[config.mk]
export PLATFORM = sky130hd
export DESIGN_NAME = pll_reset_sequencer
export DESIGN_NICKNAME = d
export VERILOG_FILES = /design/src/rtl/pll_reset_sequencer.sv
export SDC_FILE = /design/constraint.sdc
export NUM_CORES = 1
export LEC_CHECK = 0
export CAP_MARGIN = 40
export CORE_MARGIN = 10
export CORE_UTILIZATION = 41
export CTS_BUF_LIST = sky130_fd_sc_hd__clkbuf_16
export CTS_CLUSTER_DIAMETER = 60
export DETAILED_ROUTE_END_ITERATION = 6
export DONT_BUFFER_PORTS = 1
export PLACE_DENSITY_LB_ADDON = 0.25
export SYNTH_ARGS = -nofsm -noshare
export SYNTH_HDL_FRONTEND = slang
export SYNTH_SLANG_ARGS = --single-unit
[constraint.sdc]
create_clock -name refclk -period 3.8 [get_ports refclk]
set_input_delay 0.19 -clock refclk [delete_from_list [all_inputs] [get_ports refclk]]
set_output_delay 0.19 -clock refclk [all_outputs]
set_load 0.02 [all_outputs]
[src/rtl/pll_reset_sequencer.sv]
// PLL reset / lock supervisor: pulses the PLL reset, qualifies a synchronized lock,
// retries on timeout and raises sys_ready once lock has been stable long enough.
module pll_reset_sequencer #(
    parameter int RST_PULSE_CYCLES    = 16,
    parameter int LOCK_STABLE_CYCLES  = 1024,
    parameter int LOCK_TIMEOUT_CYCLES = 65536,
    parameter int MAX_RETRIES         = 3
) (
    input  logic       refclk,
    input  logic       rst,
    input  logic       pll_locked_in,
    input  logic       relock_req,
    output logic       pll_rst,
    output logic       sys_ready,
    output logic       lock_fail,
    output logic       lost_lock,
    output logic [1:0] retry_count,
    output logic [2:0] state
);

    localparam int RW = $clog2(RST_PULSE_CYCLES + 1);
    localparam int SW = $clog2(LOCK_STABLE_CYCLES + 1);
    localparam int TW = $clog2(LOCK_TIMEOUT_CYCLES + 1);

    localparam logic [RW-1:0] RST_LAST    = RW'(RST_PULSE_CYCLES - 1);
    localparam logic [SW-1:0] STABLE_LAST = SW'(LOCK_STABLE_CYCLES - 1);
    localparam logic [TW-1:0] TMO_LAST    = TW'(LOCK_TIMEOUT_CYCLES - 1);
    localparam logic [1:0]    RETRY_MAX   = 2'(MAX_RETRIES);

    typedef enum logic [2:0] {
        ST_RESET     = 3'd0,
        ST_WAIT_LOCK = 3'd1,
        ST_STABLE    = 3'd2,
        ST_RUN       = 3'd3,
        ST_FAIL      = 3'd4
    } state_t;

    state_t          state_r;
    logic            meta_r;
    logic            lock_s;
    logic [RW-1:0]   rst_cnt_r;
    logic [SW-1:0]   stable_cnt_r;
    logic [TW-1:0]   tmo_cnt_r;
    logic [1:0]      retry_r;
    logic            pll_rst_r;
    logic            sys_ready_r;
    logic            lock_fail_r;
    logic            lost_lock_r;

    // Two-flop synchronizer for the asynchronous PLL lock indication
    always_ff @(posedge refclk) begin
        if (rst) begin
            meta_r <= 1'b0;
            lock_s <= 1'b0;
        end else begin
            meta_r <= pll_locked_in;
            lock_s <= meta_r;
        end
    end

    // Sequencer FSM with its counters and registered outputs
    always_ff @(posedge refclk) begin
        if (rst) begin
            state_r      <= ST_RESET;
            rst_cnt_r    <= {RW{1'b0}};
            stable_cnt_r <= {SW{1'b0}};
            tmo_cnt_r    <= {TW{1'b0}};
            retry_r      <= 2'd0;
            pll_rst_r    <= 1'b1;
            sys_ready_r  <= 1'b0;
            lock_fail_r  <= 1'b0;
            lost_lock_r  <= 1'b0;
        end else begin
            lost_lock_r <= 1'b0;
            case (state_r)
                ST_RESET: begin
                    // relock_req is deliberately ignored so the pulse is never stretched
                    pll_rst_r   <= 1'b1;
                    sys_ready_r <= 1'b0;
                    tmo_cnt_r   <= {TW{1'b0}};
                    if (rst_cnt_r == RST_LAST) begin
                        rst_cnt_r <= {RW{1'b0}};
                        pll_rst_r <= 1'b0;
                        state_r   <= ST_WAIT_LOCK;
                    end else begin
                        rst_cnt_r <= rst_cnt_r + RW'(1);
                    end
                end
                ST_WAIT_LOCK: begin
                    if (relock_req) begin
                        retry_r   <= 2'd0;
                        rst_cnt_r <= {RW{1'b0}};
                        pll_rst_r <= 1'b1;
                        state_r   <= ST_RESET;
                    end else if (tmo_cnt_r == TMO_LAST) begin
                        rst_cnt_r <= {RW{1'b0}};
                        pll_rst_r <= 1'b1;
                        if (retry_r < RETRY_MAX) begin
                            retry_r <= retry_r + 2'd1;
                            state_r <= ST_RESET;
                        end else begin
                            lock_fail_r <= 1'b1;
                            state_r     <= ST_FAIL;
                        end
                    end else begin
                        tmo_cnt_r <= tmo_cnt_r + TW'(1);
                        if (lock_s) begin
                            stable_cnt_r <= {SW{1'b0}};
                            state_r      <= ST_STABLE;
                        end else begin
                            state_r <= ST_WAIT_LOCK;
                        end
                    end
                end
                ST_STABLE: begin
                    // Reaching full stability wins over a coincident timeout
                    if (relock_req) begin
                        retry_r   <= 2'd0;
                        rst_cnt_r <= {RW{1'b0}};
                        pll_rst_r <= 1'b1;
                        state_r   <= ST_RESET;
                    end else if (lock_s && (stable_cnt_r == STABLE_LAST)) begin
                        stable_cnt_r <= {SW{1'b0}};
                        sys_ready_r  <= 1'b1;
                        state_r      <= ST_RUN;
                    end else if (tmo_cnt_r == TMO_LAST) begin
                        rst_cnt_r <= {RW{1'b0}};
                        pll_rst_r <= 1'b1;
                        if (retry_r < RETRY_MAX) begin
                            retry_r <= retry_r + 2'd1;
                            state_r <= ST_RESET;
                        end else begin
                            lock_fail_r <= 1'b1;
                            state_r     <= ST_FAIL;
                        end
                    end else begin
                        tmo_cnt_r <= tmo_cnt_r + TW'(1);
                        if (lock_s) begin
                            stable_cnt_r <= stable_cnt_r + SW'(1);
                        end else begin
                            stable_cnt_r <= {SW{1'b0}};
                            state_r      <= ST_WAIT_LOCK;
                        end
                    end
                end
                ST_RUN: begin
                    if (relock_req) begin
                        retry_r     <= 2'd0;
                        rst_cnt_r   <= {RW{1'b0}};
                        pll_rst_r   <= 1'b1;
                        sys_ready_r <= 1'b0;
                        state_r     <= ST_RESET;
                    end else if (!lock_s) begin
                        lost_lock_r <= 1'b1;
                        retry_r     <= 2'd0;
                        rst_cnt_r   <= {RW{1'b0}};
                        pll_rst_r   <= 1'b1;
                        sys_ready_r <= 1'b0;
                        state_r     <= ST_RESET;
                    end else begin
                        sys_ready_r <= 1'b1;
                    end
                end
                ST_FAIL: begin
                    pll_rst_r   <= 1'b1;
                    sys_ready_r <= 1'b0;
                    if (relock_req) begin
                        lock_fail_r <= 1'b0;
                        retry_r     <= 2'd0;
                        rst_cnt_r   <= {RW{1'b0}};
                        state_r     <= ST_RESET;
                    end else begin
                        state_r <= ST_FAIL;
                    end
                end
                default: begin
                    rst_cnt_r   <= {RW{1'b0}};
                    pll_rst_r   <= 1'b1;
                    sys_ready_r <= 1'b0;
                    state_r     <= ST_RESET;
                end
            endcase
        end
    end

    assign pll_rst     = pll_rst_r;
    assign sys_ready   = sys_ready_r;
    assign lock_fail   = lock_fail_r;
    assign lost_lock   = lost_lock_r;
    assign retry_count = retry_r;
    assign state       = state_r;

endmodule

## Yosys cells after proc, flatten, opt, wreduce, memory -nomap -nowiden

Index checks and enable logic that the tools add are counted.

- Register bits after elaboration: 44
- Latch bits: 0
- Bits in writable memories: 0
- Memory bits (read-only): 0
- Input port bits: 4
- Logic and storage cells: 117
- Memories: 0

- $add $sub $neg: 4
- Multiply operators: 0
- Divide/modulo/power cells: 0
- $lt $le $gt $ge: 1
- Eq/ne operators: 19
- Shift operators: 0
- Muxes and demuxes: 65
- Bitwise operators: 2
- Reduce and logical (&&, ||, !) cells: 15

Operator list:

| kind | count |
|---|---|
| 11-bit 2-to-1 mux | 7 |
| 17-bit 2-to-1 mux | 4 |
| 17-bit one-hot mux with 3 select lines | 1 |
| 5-bit 2-to-1 mux | 8 |
| 3-bit 2-to-1 mux | 11 |
| 5-bit one-hot mux with 5 select lines | 1 |
| 11-bit one-hot mux with 2 select lines | 1 |
| 1-bit 2-to-1 mux | 18 |
| 2-bit 2-to-1 mux | 9 |
| 17-bit by 1-bit adder with 17-bit output (second input constant) | 1 |
| 17-bit by 16-bit equality test with 1-bit output (second input constant) | 1 |
| 2-bit inequality test (second input constant) | 8 |
| 3-bit one-hot mux with 5 select lines | 1 |
| 11-bit by 1-bit adder with 11-bit output (second input constant) | 1 |
| 11-bit by 10-bit equality test with 1-bit output (second input constant) | 1 |
| 3-bit inequality test (second input constant) | 3 |
| 3-bit AND reduction | 3 |
| 2-bit one-hot mux with 4 select lines | 1 |
| 4-bit AND reduction | 2 |
| 3-bit by 2-bit equality test with 1-bit output (second input constant) | 2 |
| 1-bit one-hot mux with 3 select lines | 2 |
| 6-bit AND reduction | 1 |
| 3-bit nonzero test | 2 |
| 5-bit by 1-bit adder with 5-bit output (second input constant) | 1 |
| 15 further kinds | 16 |

## Depth between registers and ports, before layout

Gate-level depths: netlist (run 1).

- Word-level depth: 6
- Depth in mapped cells: 12

## Worst setup path before layout (run 1)

OpenSTA, ideal clock, no wires.

- Kind: reg2reg
- Start: register tmo_cnt_r[7]
- End: register tmo_cnt_r[6]
- Library setup time: 116 ps
- Arrival: 2312 ps
- Slack: 1371 ps
- Cell stages (with the launch flop): 12
- Path buffers: 1
- Cells stage by stage: dfxtp_1 and4_1 and3_1 nand4_1 nor2_1 ha_1 nor4_2 a21oi_1 buf_2 a211oi_1 a21oi_1 a31o_2

- Longest elaborated chain between the ends: 5

Ends and longest elaborated chain:

| element | line | RTL |
|---|---|---|
| start: declaration | 43 | `logic [TW-1:0] tmo_cnt_r;` |
| start signal: assignment | 67 | `tmo_cnt_r <= {TW{1'b0}};` |
| start signal: assignment | 80 | `tmo_cnt_r <= {TW{1'b0}};` |
| start signal: assignment | 106 | `tmo_cnt_r <= tmo_cnt_r + TW'(1);` |
| 17-bit by 16-bit equality test with 1-bit output (*) | 95, 126 |  |
| 17-bit 2-to-1 mux (*) | n/a |  |
| 17-bit 2-to-1 mux (2 in a row) | n/a |  |
| 17-bit one-hot mux with 3 select lines (*) | n/a |  |

Every way passes the cells marked *; elsewhere a longest branch is shown, timed or not. The select of a mux whose other input is x is not followed.
A chain may end at the register's enable or synchronous reset.

## Final worst setup path (run 1)

Ends and elaborated chain as after synthesis.

==> results of run 1 <==
## layer usage
layer  wire length, um  track usage [%]  up-vias
li1                  -                -     1095
met3               311             3.91        6
met2              2560             19.2       41
met1              2770             14.7     1036
met4                71             4.14        0
met5                 0                0        -
## worst max-delay path, stage by stage (launching register included)
cell	delay, ps
dfxtp_1	340
and4_1	240
and3_1	230
nand4_1	130
nor2_1	80
ha_1	250
nor4_2	200
a21oi_1	140
buf_4	190
a211oi_1	490
a21oi_1	140
a31o_2	220
## cells in the mapped netlist (all sizes together), types with 7 or more instances
| cell type | count |
|---|---|
| mux2i | 7 |
| buf | 8 |
| nor2b | 9 |
| clkbuf | 8 |
| nand3 | 16 |
| inv | 11 |
| o21ai | 10 |
| a21oi | 20 |
| nor2 | 24 |
| or3 | 7 |
| dfxtp | 44 |
| nand2 | 35 |
## sequential cells by signal, summed over array words and instances (netlist names)
| register | count |
|---|---|
| state | 3 |
| lock_s | 1 |
| meta_r | 1 |
| rst_cnt_r | 5 |
| lost_lock | 1 |
| pll_rst | 1 |
| sys_ready | 1 |
| lock_fail | 1 |
| stable_cnt_r | 11 |
| retry_count | 2 |
| tmo_cnt_r | 17 |
## worst paths after layout
kind,from,endpoint,slack (ps),cells after the start
max,tmo_cnt_r[7]$_SDFFE_PP0P_,tmo_cnt_r[6]$_SDFFE_PP0P_,1030,11
min,relock_req,lock_fail$_SDFFE_PP0P_,10,1
max reg2reg,tmo_cnt_r[7]$_SDFFE_PP0P_,tmo_cnt_r[6]$_SDFFE_PP0P_,1030,11
min reg2reg,stable_cnt_r[10]$_SDFFE_PP0P_,stable_cnt_r[10]$_SDFFE_PP0P_,430,2
## stage by stage
stage | power, uW | instance area [um2] | worst slack, ps
final | 915 | 2670 | 1030
after global routing | 946 | 2670 | 771
after CTS | 922 | 2670 | 1020
after detailed placement | 493 | 2510 | 1040
after global placement | 493 | 2490 | 1100
after floorplan | 493 | 2440 | 1370
## cell families after synthesis
kind of cell    Yosys count  share of synthesized area [%]
compound gates           76                           21.6
xor+xnor                  6                           2.15
fa+ha+maj                 8                           3.89
buf+inv                  27                           4.76
flops                    44                           36.0
mux                       7                           2.87
simple gates            130                           28.7
## report_power, final
part           internal [uW]  total, uW  leakage (uW)  switching, uW
clock network            241        429     0.0000635            188
registers                465        469      0.000355           4.55
logic                   6.88       16.9      0.000481           10.0
total                    713        915      0.000900            202
## layout make-up
class / count / area (um2)
well taps: 75 / 93.8
inverters: 11 / 41.3
multi-input cells: 227 / 1450
clock buffers: 5 / 125
repair buffers: 6 / 57.6
clock inverters: 3 / 18.8
flip-flops and latches: 44 / 881
fillers: 564 / 3180
## what timing repair did
action,CTS,global route
endpoints found under the hold margin,9,0
hold buffers,2,0
endpoints found under the setup margin,0,0
==> impl_metrics.json, run 1 <==
{
  "htree_levels": 2,
  "ys_ff_latch": 44,
  "vdd_drop_max_v": 0.000164,
  "whs_ps": 13.3,
  "die_area_um2": 9450,
  "track_usage_pct": 12.0,
  "final_cells": 371,
  "path_clk_slew_ps": 70,
  "cts_tree": "built",
  "drt_iter0_drc": 91,
  "coreArea_um2": 5850,
  "final_core_util_pct": 45.7,
  "setup_violations": 0,
  "synth-edff-count": 0,
  "synth_flop_cell": "dfxtp_1",
  "finalCriticalPeriod_ps": 2770,
  "finalMaxSlewViolations": 0,
  "max_freq_ghz": 0.361,
  "grt-ovfl-total": 0,
  "insertedDiodeCount": 0,
  "die_height_um": 97.2,
  "final_cell_mix": "dfxtp_1, nand2_1, nor2_1",
  "cts_buffer_depth": 2,
  "rows": 28,
  "crit_type": "flip-flop to flip-flop",
  "placed_cells": 361,
  "fin_nets": 305,
  "drt_pre_antenna_iters": 4,
  "hold_class": "input pin to flip-flop",
  "drive_gt1_share_pct": 8.11,
  "clock_sinks": 44,
  "synth_cell_type_count": 54,
  "syn_avg_cell_area_um2": 8.20,
  "cp.arrival_ps": 2950,
  "drc": 0,
  "antenna_found_initial": 0,
  "dieWidth_um": 97.2,
  "ys_warn_count": 0,
  "pin_count": 13,
  "vias": 2178,
  "grt_setup_unrepaired": "no",
  "io_buffers": 0,
  "cts-root-buf": "clkbuf_16",
  "synthTopCellsByArea": "dfxtp_1, nand2_1, a21oi_1, nor2_1, ha_1",
  "skew_ps": 6.98,
  "hold_viol_final": 0,
  "area_delta_synth_final_pct": 9.26,
  "async_flop_share_pct": 0,
  "power_density_nw_per_um2": 343,
  "cts_resized": 0,
  "synthCells": 298,
  "status": "complete, no violations",
  "ant_nets": 0,
  "crit_path_end_kind": "flip-flop",
  "wirelength_um": 5710,
  "synth_nets": 308,
  "yosysSeqAreaShare_pct": 36.0,
  "place.gp.congestion": 0.767,
  "maxCapViolations": 0,
  "dpl.hpwl_um": 3840,
  "synth_top_area_share_pct": 36.0,
  "critPathLaunchType": "flip-flop",
  "clock_latency_ps": 290,
  "p_leak_uw": 0.000900,
  "cp_max_fo": 8,
  "grt_max_degree": 20,
  "slew_headroom_pct": 45.7,
  "detail_route.wl_per_cell_um": 15.4,
  "finalCritPeriodShare_pct": 73.0,
  "synth_area_leader_cell": "dfxtp_1",
  "start_util_pct": 41.8,
  "required_ps": 3980,
  "syn_area_um2": 2440,
  "cts_buffers": 5,
  "vias_per_cell": 5.87,
  "cts_setup_buffers": 0,
  "grt_pass1_vias": 2053,
  "worst_pin_slew_ps": 808,
  "setup_tns_ps": 0,
  "grt_pass1_wl_um": 9850,
  "layout_commonest_cell": "dfxtp_1"
}
No activity file was read; power rests on OpenSTA's default activity.
==> run 2, diff against run 1 <==
- ABC_AREA: default -> 1
- clock period: 3.8 -> 2.4 ns (I/O delays scaled with it)
==> impl_metrics.json, run 2 <==
{
  "status": "complete, no violations",
  "track_usage_pct": 12.9,
  "async_flop_share_pct": 0,
  "ant_nets": 0,
  "max_freq_ghz": 0.444,
  "die_height_um": 102,
  "finalMaxSlewViolations": 0,
  "drc": 0,
  "skew_ps": 11.0,
  "hold_class": "input pin to flip-flop",
  "syn_area_um2": 2730,
  "cts_buffer_depth": 2,
  "largest_register": "tmo_cnt_r",
  "synth_nets": 436,
  "drt_iter0_drc": 174,
  "grt_pass1_wl_um": 11100,
  "combPwrFrac_pct": 2.4,
  "synth_top_area_share_pct": 32.2,
  "finalCritPeriodShare_pct": 93.9,
  "vdd_drop_max_v": 0.000294,
  "hold_viol_final": 0,
  "synth-edff-count": 0,
  "synthTopCellsByArea": "dfxtp_1, nand2_1, nor2_1, inv_1, nand3_1",
  "synthMostInstantiatedCell": "nand2_1",
  "finalCriticalPeriod_ps": 2250,
  "dieWidth_um": 102,
  "grt_pass1_vias": 2480,
  "p_seq_share_pct": 48.2,
  "crit_path_end_kind": "flip-flop",
  "setup_violations": 0,
  "worst_pin_slew_ps": 520,
  "crit_type": "flip-flop to flip-flop",
  "syn_avg_cell_area_um2": 6.41,
  "vias": 2606,
  "vias_per_cell": 4.98,
  "rows": 29,
  "maxCapViolations": 0,
  "ys_warn_count": 0,
  "cp_max_fo": 4,
  "io_buffers": 0,
  "final_cell_mix": "nand2_1, nor2_1, inv_1",
  "coreArea_um2": 6420,
  "cp.arrival_ps": 2440,
  "drt_pre_antenna_iters": 5,
  "finalPower_uw": 1540,
  "clkPwrFrac_pct": 49.4,
  "clock_sinks": 44,
  "sw_frac_of_total_pct": 19.8,
  "p_leak_uw": 0.00128,
  "required_ps": 2590,
  "path_clk_slew_ps": 70,
  "stdcell_area_um2": 3170,
  "synth_flop_cell": "dfxtp_1",
  "wirelength_um": 6410,
  "intPower_uw": 1240,
  "layout_commonest_cell": "nand2_1",
  "detail_route.wl_per_cell_um": 12.3,
  "antenna_found_initial": 0,
  "synth_cell_type_count": 34,
  "fin_nets": 455,
  "power_switching_uw": 304,
  "area_delta_synth_final_pct": 16.2,
  "clock_latency_ps": 280,
  "power_density_nw_per_um2": 485,
  "dpl.hpwl_um": 4680,
  "htree_levels": 2,
  "reg_top3": "tmo_cnt_r x17, stable_cnt_r x11, rst_cnt_r x5",
  "place.gp.congestion": 0.928,
  "slew_headroom_pct": 65.1,
  "cts-root-buf": "clkbuf_16",
  "drive_gt1_share_pct": 15.5,
  "place_ws_ps": -4.69,
  "die_area_um2": 10300,
  "cts_buffers": 5,
  "pin_count": 13,
  "final_core_util_pct": 49.4,
  "ys_ff_latch": 44,
  "critPathLaunchType": "flip-flop",
  "yosysSeqAreaShare_pct": 32.2,
  "dpl_cell_area_um2": 2870,
  "largest_register_ffs": 17,
  "synthCells": 426,
  "worst_slack_ps": 145,
  "grt_max_degree": 22,
  "start_util_pct": 42.5,
  "cts_tree": "built",
  "insertedDiodeCount": 0,
  "synth_common_cells": "nand2_1, nor2_1, inv_1, dfxtp_1, nand3_1",
  "synth_area_leader_cell": "dfxtp_1",
  "grt-ovfl-total": 0
}
==> run 2: path summary, 6_finish.rpt <==
kind	from	to	slack, ps	cells after the start
worst min register to register	meta_r$_SDFF_PP0_	lock_s$_SDFF_PP0_	410	2
worst max-delay path	tmo_cnt_r[1]$_SDFFE_PP0P_	retry_count[1]$_SDFFE_PP0P_	150	14
worst max register to register	tmo_cnt_r[1]$_SDFFE_PP0P_	retry_count[1]$_SDFFE_PP0P_	150	14
worst min-delay path	rst	rst_cnt_r[4]$_SDFFE_PP0P_	10	3
==> run 2: worst max-delay path, cell delays in order, from the launching register on <==
cell and delay, ps:
dfxtp_2 360, ha_4 140, nand2_1 70, nor2_2 120
nand4_1 190, nor4_4 300, ha_2 250, inv_1 40
o21ai_1 100, nand2_1 70, a21oi_2 180, buf_4 130
nand4_1 90, nand2_1 70, nor2_1 40
==> run 2: area by class of cell <==
| cell class | instances | area (um2) |
|---|---|---|
| fillers | 652 | 3250 |
| multi-input cells | 316 | 1640 |
| flip-flops and latches | 44 | 883 |
| inverters | 60 | 233 |
| repair buffers | 18 | 163 |
| clock buffers | 5 | 125 |
| well taps | 77 | 96.3 |
| clock inverters | 3 | 38.8 |
==> run 2: metrics by stage <==
stage	cells	TNS (ps)	hold slack [ps]
after floorplan	426	0	227
after global placement	507	0	189
after detailed placement	507	-4.69	190
after CTS	518	0	7.69
after global routing	523	-93.1	22.5
final	523	0	13.6
==> run 2: power groups by stage <==
stage	Sequential (uW)	Combinational (uW)	Clock [uW]
floorplan	757	25.8	0
global placement	759	22.2	0
detailed placement	759	23.4	0
CTS	743	34.1	783
global route	743	42.3	813
finish	743	36.2	761
==> run 2: timing repair <==
| action | in CTS | in global routing |
|---|---|---|
| cloned | 0 | 0 |
| endpoints found under the hold margin | 21 | 0 |
| gates resized for setup | 1 | 15 |
| hold buffers | 3 | 0 |
| pin swaps | 0 | 10 |
| setup buffers | 0 | 4 |
| setup endpoints to repair | 3 | 37 |
==> run 2: layer usage <==
metal	vias up	GRT usage [%]	routed length [um]
met1	1176	16.5	3090
met2	38	21.5	2990
met3	6	2.45	240
met4	0	3.74	82
met5	-	0	0
li1	1386	-	-
==> run 2: kinds of logic (layout without fill, tap and decap cells) <==
| family | Yosys count | after routing | share of synthesized area (%) |
|---|---|---|---|
| xor+xnor | 4 | 4 | 1.28 |
| fa+ha+maj | 6 | 6 | 2.75 |
| compound gates | 49 | 49 | 10.5 |
| flops | 44 | 44 | 32.2 |
| buf+inv | 66 | 86 | 10.1 |
| simple gates | 257 | 257 | 43.2 |
